[src/rtl/multicycle_controller.sv]
// Multi-cycle FETCH/DECODE/EXEC/MEM/WB sequencer for the 8-bit, 4-register CPU.
// Optional feature macro: HALT_ON_SELF_JUMP_EN (a jump to its own address parks the core in IDLE).
module multicycle_controller #(
    parameter int PC_W        = 8,
    parameter int MEM_TIMEOUT = 15
) (
    input  logic            clk,
    input  logic            rst_n,
    input  logic            Run,
    input  logic [7:0]      InstrIn,
    output logic [PC_W-1:0] PcOut,
    output logic [1:0]      RegRs,
    output logic [1:0]      RegRt,
    output logic [1:0]      RegWAddr,
    output logic            RegWrite,
    output logic [7:0]      ImmExt,
    output logic            AluSrcImm,
    output logic            MemReq,
    output logic            MemWe,
    input  logic            MemAck,
    output logic            MemErr,
    output logic            Busy
);

    localparam int TMR_W = (MEM_TIMEOUT < 2) ? 1 : $clog2(MEM_TIMEOUT);
    localparam logic [PC_W-1:0]  PC_ONE   = PC_W'(1);
    localparam logic [TMR_W-1:0] TMR_ONE  = TMR_W'(1);
    localparam logic [TMR_W-1:0] TMR_LAST = TMR_W'(MEM_TIMEOUT - 1);

    localparam logic [1:0] OP_ADD   = 2'd0;
    localparam logic [1:0] OP_LOAD  = 2'd1;
    localparam logic [1:0] OP_STORE = 2'd2;
    localparam logic [1:0] OP_JUMP  = 2'd3;

    typedef enum logic [2:0] {
        S_IDLE   = 3'd0,
        S_FETCH  = 3'd1,
        S_DECODE = 3'd2,
        S_EXEC   = 3'd3,
        S_MEM    = 3'd4,
        S_WB     = 3'd5
    } state_t;

    function automatic logic [7:0] sext2(input logic [1:0] v);
        return {{6{v[1]}}, v};
    endfunction

    state_t          state_q, state_d;
    logic [PC_W-1:0] pc_q, pc_d;
    logic [7:0]      ir_q, ir_d;
    logic [1:0]      rs_q, rs_d, rt_q, rt_d, waddr_q, waddr_d;
    logic [7:0]      imm_q, imm_d;
    logic            alu_src_q, alu_src_d;
    logic            mem_req_q, mem_req_d;
    logic            mem_we_q, mem_we_d;
    logic            mem_err_q, mem_err_d;
    logic            reg_write_q, reg_write_d;
    logic            busy_q, busy_d;
    logic            halted_q, halted_d;
    logic [TMR_W-1:0] timer_q, timer_d;

    logic [1:0]      op_s;
    logic [PC_W-1:0] jump_off_s;
    logic            self_jump_s;

    assign op_s       = ir_q[7:6];
    // PC_W is assumed wider than the 6-bit jump offset.
    assign jump_off_s = {{(PC_W-6){ir_q[5]}}, ir_q[5:0]};

`ifdef HALT_ON_SELF_JUMP_EN
    assign self_jump_s = (ir_q[5:0] == 6'h3F);
`else
    assign self_jump_s = 1'b0;
`endif

    // Next-state, datapath-register and registered-output decode.
    always_comb begin
        state_d  = state_q;
        pc_d     = pc_q;
        ir_d     = ir_q;
        rs_d     = rs_q;
        rt_d     = rt_q;
        imm_d    = imm_q;
        waddr_d  = waddr_q;
        mem_err_d = mem_err_q;
        timer_d  = timer_q;
        halted_d = halted_q;

        case (state_q)
            S_IDLE: begin
                // A halted core waits for Run to fall before a new rising Run can start it.
                if (halted_q) begin
                    if (!Run) begin
                        halted_d = 1'b0;
                    end else begin
                        halted_d = 1'b1;
                    end
                end else if (Run) begin
                    state_d   = S_FETCH;
                    mem_err_d = 1'b0;
                end else begin
                    state_d = S_IDLE;
                end
            end
            S_FETCH: begin
                ir_d    = InstrIn;
                rs_d    = InstrIn[5:4];
                rt_d    = InstrIn[3:2];
                imm_d   = sext2(InstrIn[1:0]);
                pc_d    = pc_q + PC_ONE;
                state_d = S_DECODE;
            end
            S_DECODE: begin
                state_d = S_EXEC;
            end
            S_EXEC: begin
                case (op_s)
                    OP_ADD: begin
                        waddr_d = ir_q[1:0];
                        state_d = S_WB;
                    end
                    OP_LOAD, OP_STORE: begin
                        timer_d = '0;
                        state_d = S_MEM;
                    end
                    OP_JUMP: begin
                        pc_d = pc_q + jump_off_s;
                        if (self_jump_s) begin
                            halted_d = 1'b1;
                            state_d  = S_IDLE;
                        end else if (Run) begin
                            state_d = S_FETCH;
                        end else begin
                            state_d = S_IDLE;
                        end
                    end
                    default: state_d = S_IDLE;
                endcase
            end
            S_MEM: begin
                if (MemAck) begin
                    timer_d = '0;
                    if (op_s == OP_LOAD) begin
                        waddr_d = ir_q[3:2];
                        state_d = S_WB;
                    end else if (Run) begin
                        state_d = S_FETCH;
                    end else begin
                        state_d = S_IDLE;
                    end
                end else if (timer_q == TMR_LAST) begin
                    // Abort without writeback; MemErr stays set until the next start from IDLE.
                    timer_d   = '0;
                    mem_err_d = 1'b1;
                    state_d   = S_IDLE;
                end else begin
                    timer_d = timer_q + TMR_ONE;
                end
            end
            S_WB: begin
                if (Run) begin
                    state_d = S_FETCH;
                end else begin
                    state_d = S_IDLE;
                end
            end
            default: state_d = S_IDLE;
        endcase

        reg_write_d = (state_d == S_WB);
        mem_req_d   = (state_d == S_MEM);
        mem_we_d    = (state_d == S_MEM) && (op_s == OP_STORE);
        alu_src_d   = ((state_d == S_EXEC) || (state_d == S_MEM)) &&
                      ((op_s == OP_LOAD) || (op_s == OP_STORE));
        busy_d      = (state_d != S_IDLE);
    end

    // State, datapath and output registers.
    always_ff @(posedge clk or negedge rst_n) begin
        if (!rst_n) begin
            state_q     <= S_IDLE;
            pc_q        <= '0;
            ir_q        <= 8'h00;
            rs_q        <= 2'd0;
            rt_q        <= 2'd0;
            imm_q       <= 8'h00;
            waddr_q     <= 2'd0;
            alu_src_q   <= 1'b0;
            mem_req_q   <= 1'b0;
            mem_we_q    <= 1'b0;
            mem_err_q   <= 1'b0;
            reg_write_q <= 1'b0;
            busy_q      <= 1'b0;
            halted_q    <= 1'b0;
            timer_q     <= '0;
        end else begin
            state_q     <= state_d;
            pc_q        <= pc_d;
            ir_q        <= ir_d;
            rs_q        <= rs_d;
            rt_q        <= rt_d;
            imm_q       <= imm_d;
            waddr_q     <= waddr_d;
            alu_src_q   <= alu_src_d;
            mem_req_q   <= mem_req_d;
            mem_we_q    <= mem_we_d;
            mem_err_q   <= mem_err_d;
            reg_write_q <= reg_write_d;
            busy_q      <= busy_d;
            halted_q    <= halted_d;
            timer_q     <= timer_d;
        end
    end

    assign PcOut     = pc_q;
    assign RegRs     = rs_q;
    assign RegRt     = rt_q;
    assign RegWAddr  = waddr_q;
    assign RegWrite  = reg_write_q;
    assign ImmExt    = imm_q;
    assign AluSrcImm = alu_src_q;
    assign MemReq    = mem_req_q;
    assign MemWe     = mem_we_q;
    assign MemErr    = mem_err_q;
    assign Busy      = busy_q;

endmodule

[config.mk]
export PLATFORM = sky130hd
export DESIGN_NAME = multicycle_controller
export DESIGN_NICKNAME = d
export VERILOG_FILES = /design/src/rtl/multicycle_controller.sv
export SDC_FILE = /design/constraint.sdc
export NUM_CORES = 1
export LEC_CHECK = 0
export ABC_CLOCK_PERIOD_IN_PS = 6400
export CAP_MARGIN = 10
export CELL_PAD_IN_SITES_DETAIL_PLACEMENT = 1
export CELL_PAD_IN_SITES_GLOBAL_PLACEMENT = 1
export CORE_MARGIN = 8
export CORE_UTILIZATION = 42
export DETAILED_ROUTE_END_ITERATION = 10
export GPL_TIMING_DRIVEN = 1
export PLACE_DENSITY = 0.9
export SLEW_MARGIN = 20
export SYNTH_ARGS = -nofsm -noshare
export SYNTH_HDL_FRONTEND = slang
export SYNTH_SLANG_ARGS = --single-unit
[constraint.sdc]
create_clock -name clk -period 6.4 [get_ports clk]
set_input_delay 0.96 -clock clk [delete_from_list [all_inputs] [get_ports clk]]
set_output_delay 0.96 -clock clk [all_outputs]
set_load 0.05 [all_outputs]
==> results of run 1 <==
routing by layer:
metal / up-vias / track usage (%) / wire length (µm)
met5: - / 0 / 0
met3: 7 / 3.680 / 236
li1: 666 / - / -
met4: 0 / 6.724 / 78
met2: 35 / 21.14 / 2000
met1: 669 / 16.73 / 1922
how the worst max path moves through the flow:
stage,startpoint,end,slack [ns],depth (start not counted)
after floorplan,state_q[0]$_DFF_PN0_,PcOut[7]$_DFFE_PN0P_,4.14,10
after global placement,Run,Busy$_DFF_PN0_,3.83,7
after detailed placement,state_q[1]$_DFF_PN0_,PcOut[7]$_DFFE_PN0P_,3.76,8
after CTS,state_q[1]$_DFF_PN0_,PcOut[6]$_DFFE_PN0P_,3.73,9
after global routing,state_q[1]$_DFF_PN0_,PcOut[6]$_DFFE_PN0P_,3.61,9
final,state_q[1]$_DFF_PN0_,PcOut[6]$_DFFE_PN0P_,3.74,9
registers in the layout, indices dropped and copies added, names as in the netlist:
signal,cells
MemErr,1
timer_q,4
RegWAddr,2
ir_q,8
MemWe,1
AluSrcImm,1
MemReq,1
RegWrite,1
Busy,1
state_q,3
PcOut,8
halted_q,1
kinds of logic after synthesis:
kind of cell	share of synthesized area, %
simple gates	17.86
compound gates	11.86
flops	43.13
buf+inv	8.019
fa+ha+maj	9.839
mux	6.469
xor+xnor	2.830
area by class of cell:
class                   instances  share of cell area [%]
clock buffers                   5                   2.996
inverters                       4                  0.6536
multi-input cells             124                   39.49
repair buffers                 40                   17.32
well taps                      52                   2.832
clock inverters                 3                   1.852
flip-flops and latches         32                   34.86
per-stage QoR:
stage / hold WS (ns) / utilization (%)
6_report: 0.5104 / 53.50
4_1_cts: 0.5234 / 53.50
5_1_grt: 0.5462 / 53.50
3_5_place_dp: 0.4870 / 50.90
2_1_floorplan: 0.4418 / -
3_3_place_gp: 0.4591 / 50.90
cell usage after synthesis (2+ instances only):
library cell and instances:
sky130_fd_sc_hd__a21o_1 4, sky130_fd_sc_hd__nand2_1 16, sky130_fd_sc_hd__mux2_2 7, sky130_fd_sc_hd__o21ai_1 6, sky130_fd_sc_hd__buf_2 2, sky130_fd_sc_hd__a21oi_2 2, sky130_fd_sc_hd__or3_1 2, sky130_fd_sc_hd__o21ai_0 12
sky130_fd_sc_hd__nand2b_1 4, sky130_fd_sc_hd__nor2b_1 3, sky130_fd_sc_hd__dfrtp_1 32, sky130_fd_sc_hd__buf_4 15, sky130_fd_sc_hd__inv_1 3, sky130_fd_sc_hd__and3b_1 2, sky130_fd_sc_hd__nor2_1 6, sky130_fd_sc_hd__nor3b_2 2
sky130_fd_sc_hd__mux2i_1 3, sky130_fd_sc_hd__ha_1 13, sky130_fd_sc_hd__xnor2_1 5, sky130_fd_sc_hd__and2_1 7, sky130_fd_sc_hd__a21oi_1 6, sky130_fd_sc_hd__a31oi_1 2, sky130_fd_sc_hd__nand3_1 5
==> metrics.txt, run 1 <==
# TYPE chip_impl_metric gauge
chip_impl_metric{name="initialDrtViolationCount",unit=""} 68
chip_impl_info{name="crit_top_cell",value="sky130_fd_sc_hd__a21o_1"} 1
chip_impl_metric{name="initial_utilization",unit="%"} 43.24
chip_impl_metric{name="crit_arrival",unit="ns"} 2.83
chip_impl_metric{name="synth_enable_flop_cells",unit=""} 0
chip_impl_info{name="worstHoldEndpoint",value="PcOut[7]$_DFFE_PN0P_"} 1
chip_impl_metric{name="die_area",unit="µm²"} 6805
chip_impl_metric{name="multi_input_comb_area",unit="µm²"} 907.1
chip_impl_metric{name="drive_above_1_share",unit="%"} 11.06
chip_impl_metric{name="core",unit="µm²"} 4294
chip_impl_metric{name="worst_hold_path.num_cells",unit=""} 1
chip_impl_metric{name="post_drt_wl_per_cell",unit="µm"} 16.30
chip_impl_metric{name="synth_cells",unit=""} 178
chip_impl_metric{name="async_flop_share",unit="%"} 100.0
chip_impl_metric{name="die_x",unit="µm"} 82.49
chip_impl_metric{name="die_height",unit="µm"} 82.49
chip_impl_metric{name="ff_latch_area",unit="µm²"} 800.8
chip_impl_metric{name="worst_case_clock_buffer_depth",unit=""} 2
chip_impl_metric{name="io_pins",unit=""} 40
chip_impl_metric{name="final_antenna_net_count",unit=""} 0
chip_impl_metric{name="vias_per_cell",unit=""} 5.296
chip_impl_metric{name="synth_top_area_share",unit="%"} 43.13
chip_impl_metric{name="worstPathMaxFanout",unit=""} 12
chip_impl_metric{name="worstPathRequired",unit="ns"} 6.57
chip_impl_metric{name="clock_latency",unit="ns"} 0.29
chip_impl_metric{name="finalInstanceArea",unit="µm²"} 2297
chip_impl_metric{name="row_count",unit=""} 24
chip_impl_metric{name="grt.total_usage",unit="%"} 13.49
chip_impl_metric{name="synth-seq-area-share",unit="%"} 43.13
chip_impl_info{name="mostFrequentLayoutCells",value="39 x sky130_fd_sc_hd__clkdlybuf4s50_1, 32 x sky130_fd_sc_hd__dfrtp_1, 16 x sky130_fd_sc_hd__nand2_1"} 1
chip_impl_metric{name="gp_congestion",unit=""} 0.8431
chip_impl_info{name="critical-path-slowest-cell",value="sky130_fd_sc_hd__dfrtp_1"} 1
chip_impl_info{name="crit_path_start_kind",value="register"} 1
chip_impl_metric{name="ctsResizeCount",unit=""} 0
chip_impl_metric{name="ys.warnings.count",unit=""} 0
chip_impl_info{name="critical_path_class",value="reg2reg"} 1
chip_impl_metric{name="number_of_endpoints_failing_setup_at_the_final_stage",unit=""} 0
chip_impl_metric{name="setup_slack_of_the_critical_path_after_layout",unit="ns"} 3.735
chip_impl_metric{name="cp_num_buf_inv",unit=""} 0
chip_impl_metric{name="synth.lib_cells_used.distinct",unit=""} 42
chip_impl_metric{name="post_cts_hold_buffer_count",unit=""} 0
chip_impl_info{name="final_common_cell",value="sky130_fd_sc_hd__clkdlybuf4s50_1"} 1
chip_impl_info{name="outcome",value="complete, no violations"} 1
chip_impl_metric{name="rr_worst_depth",unit=""} 9
chip_impl_metric{name="grt-ovfl-total",unit=""} 0
chip_impl_metric{name="clock_sink_count",unit=""} 32
chip_impl_metric{name="synth_area_per_cell",unit="µm²"} 10.43
chip_impl_metric{name="dp_hpwl",unit="µm"} 3164
chip_impl_metric{name="maxSlewViolCount",unit=""} 0
chip_impl_info{name="setup.worst_path.end_class",value="register"} 1
chip_impl_metric{name="finish.cell_count_without_fillers",unit=""} 260
chip_impl_metric{name="place.port_buffers",unit=""} 39
chip_impl_metric{name="timing_hold_violations_final",unit=""} 0
chip_impl_metric{name="cts.clk_slew.worst_paths",unit="ns"} 0.07
chip_impl_metric{name="final_min_period_over_clock_period",unit="%"} 41.64
chip_impl_metric{name="synth_fp_nets",unit=""} 204
chip_impl_metric{name="antenna_found_initial",unit=""} 0
chip_impl_metric{name="nets",unit=""} 233
chip_impl_metric{name="route.detailed.drc",unit=""} 0
chip_impl_info{name="cts-root-buf",value="sky130_fd_sc_hd__clkbuf_8"} 1
chip_impl_metric{name="post_synthesis_register_bit_count",unit=""} 32
chip_impl_info{name="tritoncts",value="built"} 1
chip_impl_metric{name="insertedDiodeCount",unit=""} 0
chip_impl_info{name="hold_path_class",value="reg2reg"} 1
chip_impl_metric{name="wl",unit="µm"} 4237
chip_impl_metric{name="grt_first_pass_wirelength",unit="µm"} 6969
chip_impl_metric{name="nFillCells",unit=""} 475
chip_impl_info{name="yosys_most_used_dff",value="sky130_fd_sc_hd__dfrtp_1"} 1
chip_impl_metric{name="firstDrtPassIters",unit=""} 4
chip_impl_info{name="critical_path_cell_by_cell",value="and3b_1 -> nand2b_1 -> ha_1 -> fa_1 -> a21o_1 -> a21o_1 -> a21oi_1 -> or4b_1 -> nand3_1"} 1
chip_impl_metric{name="final.setup.tns",unit="ns"} 0
chip_impl_info{name="cp_top_family",value="simple AND/OR/NAND/NOR gates"} 1
chip_impl_metric{name="achievable_clock_frequency",unit="MHz"} 375.2
chip_impl_info{name="synth.largest_area_cell",value="sky130_fd_sc_hd__dfrtp_1"} 1
chip_impl_metric{name="skew",unit="ns"} 0.007282
chip_impl_metric{name="post-cts-setup-buffers",unit=""} 0
chip_impl_metric{name="htree_num_levels",unit=""} 2
chip_impl_metric{name="cts_buffers",unit=""} 5
chip_impl_metric{name="worst_slew_pin_slew",unit="ns"} 0.7730
chip_impl_metric{name="placed_cells",unit=""} 252
chip_impl_metric{name="reg2reg_setup_slack",unit="ns"} 3.74
chip_impl_metric{name="max_stage_delay",unit="ns"} 0.59
chip_impl_metric{name="dpl_worst_slack",unit="ns"} 3.762
chip_impl_metric{name="detailroute.via_count",unit=""} 1377
chip_impl_metric{name="max-cap-violations",unit=""} 0
chip_impl_info{name="timing.rr.end",value="PcOut[6]$_DFFE_PN0P_"} 1
chip_impl_metric{name="layout-area-overhead-vs-synth",unit="%"} 23.72
chip_impl_info{name="crit-reg2reg-launch",value="state_q[1]$_DFF_PN0_"} 1
chip_impl_metric{name="synth_area",unit="µm²"} 1857
chip_impl_info{name="grt_setup_unrepaired",value="false"} 1
chip_impl_metric{name="fin_crit",unit="ns"} 2.665
chip_impl_metric{name="slew-limit-headroom",unit="%"} 48.24
chip_impl_metric{name="largest_net_degree_at_the_start_of_global_routing",unit=""} 33
chip_impl_metric{name="first_global_vias",unit=""} 1421
chip_impl_metric{name="dpl_cell_area",unit="µm²"} 2186
chip_impl_info{name="synth_area_leaders",value="sky130_fd_sc_hd__dfrtp_1 43%, sky130_fd_sc_hd__ha_1 8.8%, sky130_fd_sc_hd__buf_4 6.1%"} 1
chip_impl_info{name="launch_point_of_the_worst_hold_path",value="PcOut[7]$_DFFE_PN0P_"} 1
Power of run 1 is not shown: default switching activity piles up to over one toggle a cycle in this logic, so the estimate is an artifact.
==> run 2, diff against run 1 <==
Settings changed: ABC_CLOCK_PERIOD_IN_PS 6400 to 2400, CORE_UTILIZATION 42 to 35, PLACE_DENSITY 0.9 to 0.8.
Clock period 6.4 ns to 2.4 ns, I/O delays scaled along.
==> metrics.txt, run 2 (synthesis results as in run 1) <==
# TYPE chip_impl_metric gauge
chip_impl_metric{name="die_height",unit="µm"} 88.84
chip_impl_metric{name="htree_num_levels",unit=""} 2
chip_impl_metric{name="achievable_clock_frequency",unit="MHz"} 441.9
chip_impl_metric{name="final_hold_slack",unit="ns"} 0.4739
chip_impl_metric{name="worst_slew_pin_slew",unit="ns"} 0.7084
chip_impl_metric{name="worstPathRequired",unit="ns"} 2.59
chip_impl_metric{name="initial_utilization",unit="%"} 36.35
chip_impl_metric{name="final.setup.tns",unit="ns"} 0
chip_impl_metric{name="grt.total_usage",unit="%"} 11.67
chip_impl_metric{name="row_count",unit=""} 26
chip_impl_info{name="setup.worst_path.end",value="PcOut[7]$_DFFE_PN0P_"} 1
chip_impl_metric{name="antenna_found_initial",unit=""} 0
chip_impl_metric{name="ff_latch_area",unit="µm²"} 800.8
chip_impl_metric{name="initialDrtViolationCount",unit=""} 42
chip_impl_metric{name="timing_hold_violations_final",unit=""} 0
chip_impl_info{name="mostFrequentLayoutCells",value="39 x sky130_fd_sc_hd__clkdlybuf4s50_1, 32 x sky130_fd_sc_hd__dfrtp_1, 16 x sky130_fd_sc_hd__nand2_1"} 1
chip_impl_metric{name="layout-area-overhead-vs-synth",unit="%"} 26.82
chip_impl_metric{name="post-cts-setup-buffers",unit=""} 0
chip_impl_metric{name="skew",unit="ns"} 0.01462
chip_impl_metric{name="worstPathMaxFanout",unit=""} 7
chip_impl_metric{name="insertedDiodeCount",unit=""} 0
chip_impl_metric{name="firstDrtPassIters",unit=""} 4
chip_impl_metric{name="multi_input_comb_area",unit="µm²"} 912.1
chip_impl_metric{name="cts_buffers",unit=""} 5
chip_impl_metric{name="grt_first_pass_wirelength",unit="µm"} 7072
chip_impl_metric{name="core",unit="µm²"} 5107
chip_impl_metric{name="clock_sink_count",unit=""} 32
chip_impl_metric{name="max-cap-violations",unit=""} 0
chip_impl_info{name="tritoncts",value="built"} 1
chip_impl_metric{name="detailroute.via_count",unit=""} 1376
chip_impl_info{name="critical_path_class",value="reg2reg"} 1
chip_impl_info{name="timing.rr.end",value="PcOut[7]$_DFFE_PN0P_"} 1
chip_impl_info{name="crit-reg2reg-launch",value="state_q[2]$_DFF_PN0_"} 1
chip_impl_metric{name="place.port_buffers",unit=""} 39
chip_impl_metric{name="finalInstanceArea",unit="µm²"} 2355
chip_impl_metric{name="cts.clk_slew.worst_paths",unit="ns"} 0.07
chip_impl_metric{name="clock_latency",unit="ns"} 0.29
chip_impl_metric{name="route.detailed.drc",unit=""} 0
chip_impl_info{name="outcome",value="complete, no violations"} 1
chip_impl_info{name="final_common_cell",value="sky130_fd_sc_hd__clkdlybuf4s50_1"} 1
chip_impl_metric{name="dp_hpwl",unit="µm"} 3276
chip_impl_metric{name="wl",unit="µm"} 4302
chip_impl_info{name="grt_setup_unrepaired",value="false"} 1
chip_impl_metric{name="first_global_vias",unit=""} 1457
chip_impl_metric{name="drive_above_1_share",unit="%"} 14.08
chip_impl_info{name="hold_path_class",value="in2async"} 1
chip_impl_metric{name="dpl_cell_area",unit="µm²"} 2253
chip_impl_metric{name="reg2reg_setup_slack",unit="ns"} 0.14
chip_impl_metric{name="worst_case_clock_buffer_depth",unit=""} 2
chip_impl_metric{name="io_pins",unit=""} 40
chip_impl_metric{name="rr_worst_depth",unit=""} 8
chip_impl_info{name="cp-startpoint",value="state_q[2]$_DFF_PN0_"} 1
chip_impl_metric{name="die_area",unit="µm²"} 7892
chip_impl_metric{name="final_antenna_net_count",unit=""} 0
chip_impl_metric{name="die_x",unit="µm"} 88.84
chip_impl_metric{name="slew-limit-headroom",unit="%"} 52.77
chip_impl_metric{name="nFillCells",unit=""} 586
chip_impl_metric{name="fin_crit",unit="ns"} 2.263
chip_impl_metric{name="vias_per_cell",unit=""} 4.862
chip_impl_metric{name="crit_arrival",unit="ns"} 2.45
chip_impl_metric{name="grt-ovfl-total",unit=""} 0
chip_impl_metric{name="gp_congestion",unit=""} 0.7734
chip_impl_metric{name="nets",unit=""} 239
chip_impl_metric{name="number_of_endpoints_failing_setup_at_the_final_stage",unit=""} 0
chip_impl_metric{name="maxSlewViolCount",unit=""} 0
chip_impl_info{name="crit_path_start_kind",value="register"} 1
chip_impl_info{name="cts-root-buf",value="sky130_fd_sc_hd__clkbuf_8"} 1
chip_impl_info{name="setup.worst_path.end_class",value="register"} 1
chip_impl_metric{name="largest_net_degree_at_the_start_of_global_routing",unit=""} 33
chip_impl_metric{name="final_min_period_over_clock_period",unit="%"} 94.29
chip_impl_metric{name="post_drt_wl_per_cell",unit="µm"} 15.20
## run 2: worst min path at each step
stage,start,endpoint,slack (ns),cells after the start
floorplan,rst_n,AluSrcImm$_DFF_PN0_,0.06,0
global placement,timer_q[3]$_DFFE_PN0P_,timer_q[3]$_DFFE_PN0P_,0.47,1
detailed placement,timer_q[3]$_DFFE_PN0P_,timer_q[3]$_DFFE_PN0P_,0.47,1
CTS,timer_q[3]$_DFFE_PN0P_,timer_q[3]$_DFFE_PN0P_,0.48,1
global route,timer_q[3]$_DFFE_PN0P_,timer_q[3]$_DFFE_PN0P_,0.51,1
finish,rst_n,timer_q[2]$_DFFE_PN0P_,0.47,2
## run 2: final cells by class
type	instances	area share [%]
clock buffer	7	4.091
inverter	4	0.6376
multi-input combinational	124	38.74
sequential	32	34.01
tap	70	3.719
timing repair buffer	46	18.81
## run 2: repair_timing
action	4_1_cts	5_1_grt
resized for setup	0	2
endpoints found under the setup margin	0	2
hold buffers	0	0
## run 2: metrics by stage
step | setup WS (ns) | utilization [%] | std cells
after global placement | 0.1951 | 44.12 | 276
after floorplan | 0.1401 | - | 178
after CTS | 0.07856 | 46.01 | 283
after detailed placement | 0.1161 | 44.12 | 276
final | 0.1370 | 46.10 | 283
after global routing | 0.01368 | 46.10 | 283
## run 2: critical path: stages (launching register included)
cell and delay (ns):
sky130_fd_sc_hd__dfrtp_1 0.39, sky130_fd_sc_hd__and3b_2 0.31, sky130_fd_sc_hd__and2_1 0.23, sky130_fd_sc_hd__ha_1 0.33, sky130_fd_sc_hd__a21o_1 0.19, sky130_fd_sc_hd__a31o_2 0.20
sky130_fd_sc_hd__a21oi_1 0.14, sky130_fd_sc_hd__mux2i_1 0.24, sky130_fd_sc_hd__xnor2_1 0.15
## run 2: layer usage
metal / share of wire (%) / GRT usage [%] / vias to the layer above
met5: 0 / 0 / -
met1: 46 / 13.85 / 665
met3: 4.5 / 3.064 / 5
met4: 1.8 / 5.530 / 0
li1: - / - / 679
met2: 47 / 19.07 / 27
Power of run 2 is left out for the same reason.
